[src/rtl/mux_n_reg.sv]
// N-channel valid/ready multiplexer with a registered output stage.
// Channel choice is either an external select or round-robin arbitration among valid inputs.
module mux_n_reg #(
  parameter int WIDTH   = 8,
  parameter int N       = 4,
  parameter int RR_MODE = 0,
  localparam int SELW   = $clog2(N)
) (
  input  logic                 clk,
  input  logic                 rst_n,
  input  logic [N*WIDTH-1:0]   in_data,
  input  logic [N-1:0]         in_valid,
  output logic [N-1:0]         in_ready,
  input  logic [SELW-1:0]      sel,
  output logic [WIDTH-1:0]     out_data,
  output logic                 out_valid,
  input  logic                 out_ready,
  output logic [SELW-1:0]      out_src
);

  logic [WIDTH-1:0] outData_q, outData_d;
  logic             outValid_q, outValid_d;
  logic [SELW-1:0]  outSrc_q, outSrc_d;
  logic [SELW-1:0]  last_q, last_d;

  logic             loadEn;
  logic             candValid;
  logic [SELW-1:0]  cand;
  logic             candHasData;
  logic [WIDTH-1:0] candData;
  logic             grant;
  logic             transfer;
  int               rrIdx;

  assign loadEn = !outValid_q || out_ready;

  // Round-robin searches upward from the channel after the last grant, wrapping modulo N.
  always_comb begin
    candValid = 1'b0;
    cand      = '0;
    rrIdx     = 0;
    if (RR_MODE != 0) begin
      for (int k = 1; k <= N; k++) begin
        rrIdx = (int'(last_q) + k) % N;
        if (!candValid && in_valid[rrIdx]) begin
          candValid = 1'b1;
          cand      = SELW'(rrIdx);
        end
      end
    end else begin
      candValid = (int'(sel) < N);
      cand      = sel;
    end
  end

  always_comb begin
    candHasData = 1'b0;
    candData    = '0;
    for (int i = 0; i < N; i++) begin
      if (cand == SELW'(i)) begin
        candHasData = in_valid[i];
        candData    = in_data[i*WIDTH +: WIDTH];
      end
    end
  end

  // Gating with rst_n keeps every channel stalled while the block is held in reset.
  assign grant    = rst_n && loadEn && candValid;
  assign transfer = grant && candHasData;

  always_comb begin
    in_ready = '0;
    for (int i = 0; i < N; i++) begin
      in_ready[i] = grant && (cand == SELW'(i));
    end
  end

  always_comb begin
    outValid_d = outValid_q;
    outData_d  = outData_q;
    outSrc_d   = outSrc_q;
    last_d     = last_q;
    if (transfer) begin
      outValid_d = 1'b1;
      outData_d  = candData;
      outSrc_d   = cand;
      if (RR_MODE != 0) begin
        last_d = cand;
      end
    end else if (out_ready) begin
      outValid_d = 1'b0;
    end
  end

  always_ff @(posedge clk or negedge rst_n) begin
    if (!rst_n) begin
      outValid_q <= 1'b0;
      outData_q  <= '0;
      outSrc_q   <= '0;
      last_q     <= SELW'(N - 1);
    end else begin
      outValid_q <= outValid_d;
      outData_q  <= outData_d;
      outSrc_q   <= outSrc_d;
      last_q     <= last_d;
    end
  end

  assign out_data  = outData_q;
  assign out_valid = outValid_q;
  assign out_src   = outSrc_q;

endmodule
[config.mk]
export PLATFORM = sky130hd
export DESIGN_NAME = mux_n_reg
export DESIGN_NICKNAME = d
export VERILOG_FILES = /design/src/rtl/mux_n_reg.sv
export SDC_FILE = /design/constraint.sdc
export NUM_CORES = 1
export LEC_CHECK = 0
export ABC_AREA = 1
export CORE_MARGIN = 1
export CORE_UTILIZATION = 38
export CTS_CLUSTER_SIZE = 20
export DETAILED_ROUTE_END_ITERATION = 6
export HOLD_SLACK_MARGIN = 0.15
export PLACE_DENSITY = 0.91
export SLEW_MARGIN = 15
export SYNTH_ARGS = -nofsm -noshare
export SYNTH_HDL_FRONTEND = slang
export SYNTH_SLANG_ARGS = --single-unit
[constraint.sdc]
create_clock -name clk -period 2.35 [get_ports clk]
set_clock_uncertainty 0.15 [all_clocks]
set_input_delay 0.235 -clock clk [delete_from_list [all_inputs] [get_ports clk]]
set_output_delay 0.235 -clock clk [all_outputs]
set_load 0.01 [all_outputs]
* Word level (Yosys, flattened, before mapping)
Index checks and enable logic that the tools add are counted.
** Operators by class
- Equality and inequality tests :: 3
- Mux-type cells :: 10
- Reductions and logical operators :: 10
** Operators with widths (count)
- $mux 8 :: 4
- $logic_and 1x1->1 :: 6
- $mux 1 :: 6
- $eq 2x2->1 const B :: 2
- $eq 2x1->1 const B :: 1
- $logic_not 2->1 :: 1
- $reduce_bool 2->1 :: 1
- $logic_not 1->1 :: 1
- $logic_or 1x1->1 :: 1
** Storage, ports and cells
- Bits in registers :: 11
- Input port bits :: 41
- Output and inout bits :: 15
- Logic and storage cells :: 26

* Depth between registers and ports, before layout
Gate-level depths: netlist of the first run.
- Word-level depth :: 7
- Depth in mapped cells :: 9
- Gate-level depth less buffers :: 8

* Worst setup path before layout of the first run
No wires, ideal clock.
- Kind :: flip-flop to flip-flop
- From :: reg outValid_q, in the netlist out_valid
- To :: reg outData_q[0], in the netlist out_data[0]
- Library setup time :: 0.116 ns
- Arrival :: 1.120 ns
- Slack :: 0.963 ns
- Stages on the path, launching flop included :: 8
- Period minus slack after synthesis :: 1.387 ns
- Path through :: dfrtp_1 nand2_1 nand2_1 nor2_4 nand2_2 buf_6 nand3_2 nand2_1
** Between the ends
- Cells in the longest elaborated chain, start to end :: 4
** RTL lines
- start, declared :: RTL line 22 : logic outValid_q, outValid_d;
- start signal, assigned :: RTL line 102 : outValid_q <= outValid_d;
- $logic_not 1->1 :: RTL line 35 : assign loadEn = !outValid_q || out_ready;
- $logic_or 1x1->1 :: RTL line 35
- $logic_and 1x1->1 :: RTL line 68 : assign grant = rst_n && loadEn && candValid;
- $logic_and 1x1->1 :: RTL line 69 : assign transfer = grant && candHasData;
- end signal, assigned :: RTL line 103 : outData_q <= outData_d;
- end, declared :: RTL line 21 : logic [WIDTH-1:0] outData_q, outData_d;
No other way between the ends.
A chain may end at the register's enable or synchronous reset.

* Worst setup path after layout of the first run
- From :: in sel[0]
- To :: out in_ready[1]
** Between the ends
- Cells in the longest elaborated chain, start to end :: 2
** RTL lines
- start, declared :: RTL line 14 : input logic [SELW-1:0] sel,
- $eq 2x1->1 :: RTL line 74 : in_ready[i] = grant && (cand == SELW'(i));
- $logic_and 1x1->1 :: RTL line 74
- end, declared :: RTL line 13 : output logic [N-1:0] in_ready,
No other way between the ends.

==> results of run 1 <==
## flip-flops by register name (all words and copies together), names as in the netlist
signal / cells
out_valid: 1
out_data: 8
out_src: 2
## path summary, 6_finish.rpt
kind                                              from                       to  slack (ns)
worst min register to register  out_src[0]$_DFFE_PN0P_   out_src[0]$_DFFE_PN0P_        0.36
worst max register to register   out_valid$_DFFE_PN0P_   out_src[1]$_DFFE_PN0P_        0.79
min in group asynchronous                        rst_n    out_valid$_DFFE_PN0P_        0.68
worst max-delay path                            sel[0]              in_ready[1]        0.27
max in group asynchronous                        rst_n  out_data[2]$_DFFE_PN0P_        1.23
worst min-delay path            out_src[0]$_DFFE_PN0P_   out_src[0]$_DFFE_PN0P_        0.36
## cell families (layout without fill, tap and decap cells)
| family | Yosys count | after routing | share of synthesized area [%] |
|---|---|---|---|
| buf+inv | 12 | 71 | 9.90 |
| flops | 11 | 11 | 32.5 |
| simple gates | 90 | 90 | 57.6 |
## report_power, final
group / internal, W / switching [W]
logic: 0.000187 / 0.000131
clock network: 0.0000658 / 0.0000630
registers: 0.000233 / 0.0000320
## cell usage in the layout, fill, tap and decap left out
cell                              Yosys  layout
sky130_fd_sc_hd__nand2_1             56      56
sky130_fd_sc_hd__clkdlybuf4s50_1      0      55
sky130_fd_sc_hd__dfrtp_1             11      11
sky130_fd_sc_hd__nand3_2              9       9
sky130_fd_sc_hd__nand4_1              8       8
sky130_fd_sc_hd__inv_1                5       5
sky130_fd_sc_hd__nand2_4              4       4
sky130_fd_sc_hd__nor3_1               3       3
sky130_fd_sc_hd__inv_2                3       3
sky130_fd_sc_hd__nand3_1              3       3
sky130_fd_sc_hd__nor2_2               3       3
sky130_fd_sc_hd__clkbuf_4             0       3
sky130_fd_sc_hd__buf_4                0       3
sky130_fd_sc_hd__nand2_2              2       2
sky130_fd_sc_hd__nor2_4               1       1
sky130_fd_sc_hd__nor2_8               1       1
sky130_fd_sc_hd__clkbuf_1             0       1
sky130_fd_sc_hd__dlygate4sd3_1        0       1
## final cells by class
cell class	instances	area, um^2	area share [%]
multi-input combinational	90	488	34.0
clock buffer	4	26.3	1.83
tap	27	33.8	2.35
timing repair buffer	59	583	40.6
sequential	11	275	19.2
inverter	8	30.0	2.09
## synthesized netlist by cell type, drive strengths merged
library cell | n | area [um^2]
nor3 | 3 | 15.0
dfrtp | 11 | 275
nand2 | 62 | 268
buf | 4 | 53.8
inv | 8 | 30.0
nand4 | 8 | 50.1
nor2 | 5 | 50.1
nand3 | 12 | 105
## layer usage
metal | wire length (um) | up-vias | track usage, %
met2 | 1120 | 55 | 36.5
met5 | 0 | - | 0
met1 | 880 | 407 | 23.6
met4 | 71 | 0 | 10.8
met3 | 178 | 8 | 4.67
li1 | - | 479 | -
## metrics by stage
stage          hold WS, ns  cell area, um^2  power, W  util [%]
2_1_floorplan       -0.211              847  0.000403         -
3_3_place_gp         0.349             1400  0.000574      69.2
3_5_place_dp         0.351             1400  0.000588      69.2
4_1_cts              0.367             1440  0.000715      71.0
5_1_grt              0.403             1440  0.000754      71.0
6_report             0.361             1440  0.000712      71.0
## worst max-delay path, delay by kind of cell
| family | cells | cell delay [ns] |
|---|---|---|
| buffers and inverters | 3 | 1.27 |
| AND/OR/NAND/NOR | 1 | 0.18 |
## timing repair
action / in CTS / in global routing
hold buffers: 1 / 0
gates resized for setup: 0 / 0
hold endpoints to repair: 11 / 0
setup buffers: 0 / 0
==> metrics.csv, run 1 <==
metric,value,unit
drc violations,0,
clock edge transition at the registers on the reported setup and hold paths,0.07,ns
fin crit share,88.4,%
Placer Congestion,0.695,
startpoint kind of the worst setup timing path,input port,
Total GRT Usage,21.0,%
placement-stage worst setup slack,0.252,ns
Post-layout nets,214,
Detailed Routing Iterations Pass 1,4,
required time at the endpoint of the critical path,1.97,ns
number of unique standard cell types used by synthesis,15,
maximum ir drop on the vdd rail,286,uV
Syn Nets,154,
Worst Setup End Kind,output pin,
CTS H-tree depth,1,
power per standard cell area,496,nW/um^2
die area,2420,um^2
setup TNS,0,ns
Inst Count DP,194,
Setup-failing EPs final,0,
vias in the first global route,940,
result of the run,"complete, no violations",
clock sink count,11,
overall die width,49.2,um
hold depth,2,
average footprint of a synthesized cell,7.50,um^2
starting density of the core,41.9,%
worst-margin pin slew,0.361,ns
layout-stage area growth over the synthesis result,69.6,%
final global-route overflow total,0,
count of non-filler cells in the finished layout,199,
port buffer count,55,
post-detailed-routing wire length,2250,um
Leakage,0.667,nW
number of ports placed on the die boundary,56,
detailed-route via count,949,
number of buffers between clock root and the deepest sink,2,
average wire per cell in the routed design,11.3,um
DIE HEIGHT,49.2,um
depth of the most critical reg-to-reg path,7,
vias per cell,4.77,
iteration-0 DRC count of the detailed router,12,
antenna diode instance count,0,
Num CTS Buffers,3,
pins over their slew limit,0,
count of mapped cells out of synthesis,113,
Syn Std Cell Area,847,um^2
row count,16,
critical setup path kind,in2out,
Arrival @ worst endpoint,1.69,ns
Slowest Stage Delay on Critical Path,0.63,ns
fraction of the yosys area taken by sequential cells,32.5,%
class of the tightest hold or removal check,reg2reg,
Worst Path Max Fanout,6,
Core Box Area,2020,um^2
number of synthesized register bits,11,
share of final-layout standard cells stronger than drive strength 1,16.9,%
antenna violations before repair,0,
TritonCTS clock tree,done,
HPWL reported at the end of detailed placement,1900,um
unrepaired setup endpoints after global routing,false,
yosys synthesis warning count,0,
FMAX,482,MHz
global-route wire length before repair,3850,um
count of antenna-violating nets left after detailed routing,0,
final hold violation count,0,
worst relative slew slack,75.9,%
clock root cell,sky130_fd_sc_hd__clkbuf_4,
final critical path time including I/O delays and setup,2.08,ns
Crit path top cell by count,sky130_fd_sc_hd__clkdlybuf4s50_1,
Crit-path slowest cell,sky130_fd_sc_hd__clkdlybuf4s50_1,
Filler cells,162,
max-cap violation count,0,
final worst slack,0.273,ns
clock network latency to the later pin of the worst-skew pair,0.27,ns
sequence of cells on the critical path,clkdlybuf4s50_1 > inv_2 > nor3_1 > clkdlybuf4s50_1,
pin count of the biggest net entering global routing,13,
No activity file was read; power rests on OpenSTA's default activity.
==> inputs of run 2 (changes only) <==
--- a/config.mk
+++ b/config.mk
@@ -11,7 +11,7 @@
 export CTS_CLUSTER_SIZE = 20
 export DETAILED_ROUTE_END_ITERATION = 6
 export HOLD_SLACK_MARGIN = 0.15
-export PLACE_DENSITY = 0.91
+export PLACE_DENSITY = 0.84
 export SLEW_MARGIN = 15
 export SYNTH_ARGS = -nofsm -noshare
 export SYNTH_HDL_FRONTEND = slang
==> run 2 against run 1 <==
  * Die area is the same
  * Final cell count is the same
  * Core utilization is the same
  * Final area is the same
  * Fmax shrank 2.4%
  * Sequential share of layout area is the same
==> metrics.csv, run 2 (synthesis gave the netlist of run 1 again) <==
metric,value,unit
result of the run,"complete, no violations",
post-detailed-routing wire length,2210,um
Min-Delay Startpoint,out_data[7]$_DFFE_PN0P_,
clock network latency to the later pin of the worst-skew pair,0.26,ns
Num CTS Buffers,3,
average wire per cell in the routed design,11.1,um
class of the tightest hold or removal check,reg2reg,
TritonCTS clock tree,done,
pin count of the biggest net entering global routing,13,
Core Box Area,2020,um^2
Crit-path slowest cell,sky130_fd_sc_hd__clkdlybuf4s50_1,
Detailed Routing Iterations Pass 1,4,
required time at the endpoint of the critical path,1.97,ns
clock sink count,11,
clock edge transition at the registers on the reported setup and hold paths,0.06,ns
share of final-layout standard cells stronger than drive strength 1,16.9,%
Slowest Stage Delay on Critical Path,0.59,ns
Post-layout nets,214,
port buffer count,55,
pins over their slew limit,0,
Setup-failing EPs final,0,
Filler cells,155,
Arrival @ worst endpoint,1.74,ns
CTS H-tree depth,1,
Total GRT Usage,20.2,%
Bufs and invs on worst path,3,
vias per cell,4.71,
worst relative slew slack,76.6,%
row count,16,
iteration-0 DRC count of the detailed router,13,
maximum ir drop on the vdd rail,333,uV
vias in the first global route,886,
final critical path time including I/O delays and setup,2.13,ns
global-route wire length before repair,3730,um
Leakage,0.667,nW
clock root cell,sky130_fd_sc_hd__clkbuf_4,
reg2reg setup slack,0.81,ns
critical setup path kind,in2out,
family with the most delay on the worst path,buffers and inverters,
Placer Congestion,0.835,
starting density of the core,41.9,%
worst-margin pin slew,0.350,ns
setup TNS,0,ns
unrepaired setup endpoints after global routing,false,
placement-stage worst setup slack,0.237,ns
Worst Setup End Kind,output pin,
Worst Path Max Fanout,5,
number of ports placed on the die boundary,56,
die area,2420,um^2
count of antenna-violating nets left after detailed routing,0,
sequence of cells on the critical path,clkdlybuf4s50_1 > inv_1 > nand2_1 > nand2_1 > nor3_1 > clkdlybuf4s50_1,
max-cap violation count,0,
layout-stage area growth over the synthesis result,69.6,%
"leading cell type in the layout, fill and taps excluded",sky130_fd_sc_hd__nand2_1,
number of buffers between clock root and the deepest sink,2,
fin crit share,90.5,%
startpoint of the worst setup timing path,out_ready,
final hold violation count,0,
antenna diode instance count,0,
antenna violations before repair,0,
startpoint kind of the worst setup timing path,input port,
power per standard cell area,488,nW/um^2
overall die width,49.2,um
final worst slack,0.223,ns
detailed-route via count,937,
FMAX,470,MHz
final global-route overflow total,0,
Crit Reg-Reg Startpoint,out_valid$_DFFE_PN0P_,
DIE HEIGHT,49.2,um
HPWL reported at the end of detailed placement,1900,um
flip-flop count of the largest register after layout,8,
drc violations,0,
"commonest cells after routing, fill and taps aside","56 x sky130_fd_sc_hd__nand2_1, 55 x sky130_fd_sc_hd__clkdlybuf4s50_1, 11 x sky130_fd_sc_hd__dfrtp_1",
post-cts repair resize count,0,
[run 2: cell counts in the layout (fill, tap and decap cells not counted)]
Identical to the previous run, type by type.
[run 2: worst paths after layout]
| path | to | cells past startpoint |
|---|---|---|
| max in group asynchronous | out_data[6]$_DFFE_PN0P_ | 3 |
| setup reg to reg | out_data[7]$_DFFE_PN0P_ | 7 |
| hold reg to reg | out_data[7]$_DFFE_PN0P_ | 2 |
| min in group asynchronous | out_src[0]$_DFFE_PN0P_ | 3 |
| hold / removal | out_data[7]$_DFFE_PN0P_ | 2 |
| setup / recovery | in_ready[1] | 6 |
[run 2: through the flow]
stage / cells / cell area (um^2) / utilization, % / power [W] / hold slack (ns)
6_report: 199 / 1440 / 71.0 / 0.000702 / 0.363
4_1_cts: 199 / 1440 / 71.0 / 0.000711 / 0.368
5_1_grt: 199 / 1440 / 71.0 / 0.000752 / 0.395
3_5_place_dp: 194 / 1400 / 69.2 / 0.000583 / 0.352
3_3_place_gp: 194 / 1400 / 69.2 / 0.000575 / 0.345
2_1_floorplan: 113 / 847 / - / 0.000403 / -0.211
[run 2: final cells by class]
cell class | instances | area [um^2] | share of cell area (%)
flip-flops and latches | 11 | 275 | 19.2
repair buffers | 59 | 583 | 40.6
clock buffers | 4 | 26.3 | 1.83
well taps | 27 | 33.8 | 2.35
multi-input cells | 90 | 488 | 34.0
inverters | 8 | 30.0 | 2.09
[run 2: where the power goes]
part / switching [W] / total (W) / internal (W)
logic: 0.000128 / 0.000315 / 0.000187
clock network: 0.0000591 / 0.000125 / 0.0000657
registers: 0.0000288 / 0.000262 / 0.000233
total: 0.000215 / 0.000702 / 0.000486
[run 2: layer usage]
layer  up-vias  GRT usage, %  share of wire (%)
met4         0          10.3                2.5
met3         6          4.67                7.9
met1       405          23.9                 40
met2        45          33.6                 50
li1        481             -                  -
met5         -             0                  0
[run 2: repair_timing]
action | CTS | global route
buffers inserted | 0 | 0
hold endpoints to repair | 11 | 0
hold buffers | 1 | 0
[run 2: worst register-to-register path: stages, from the launching register on]
cell	delay, ns
sky130_fd_sc_hd__dfrtp_1	0.38
sky130_fd_sc_hd__nand2_1	0.08
sky130_fd_sc_hd__nand2_1	0.17
sky130_fd_sc_hd__nor2_4	0.14
sky130_fd_sc_hd__nand2_2	0.22
sky130_fd_sc_hd__nand2_4	0.21
sky130_fd_sc_hd__nand2_1	0.08
sky130_fd_sc_hd__nand2_1	0.06
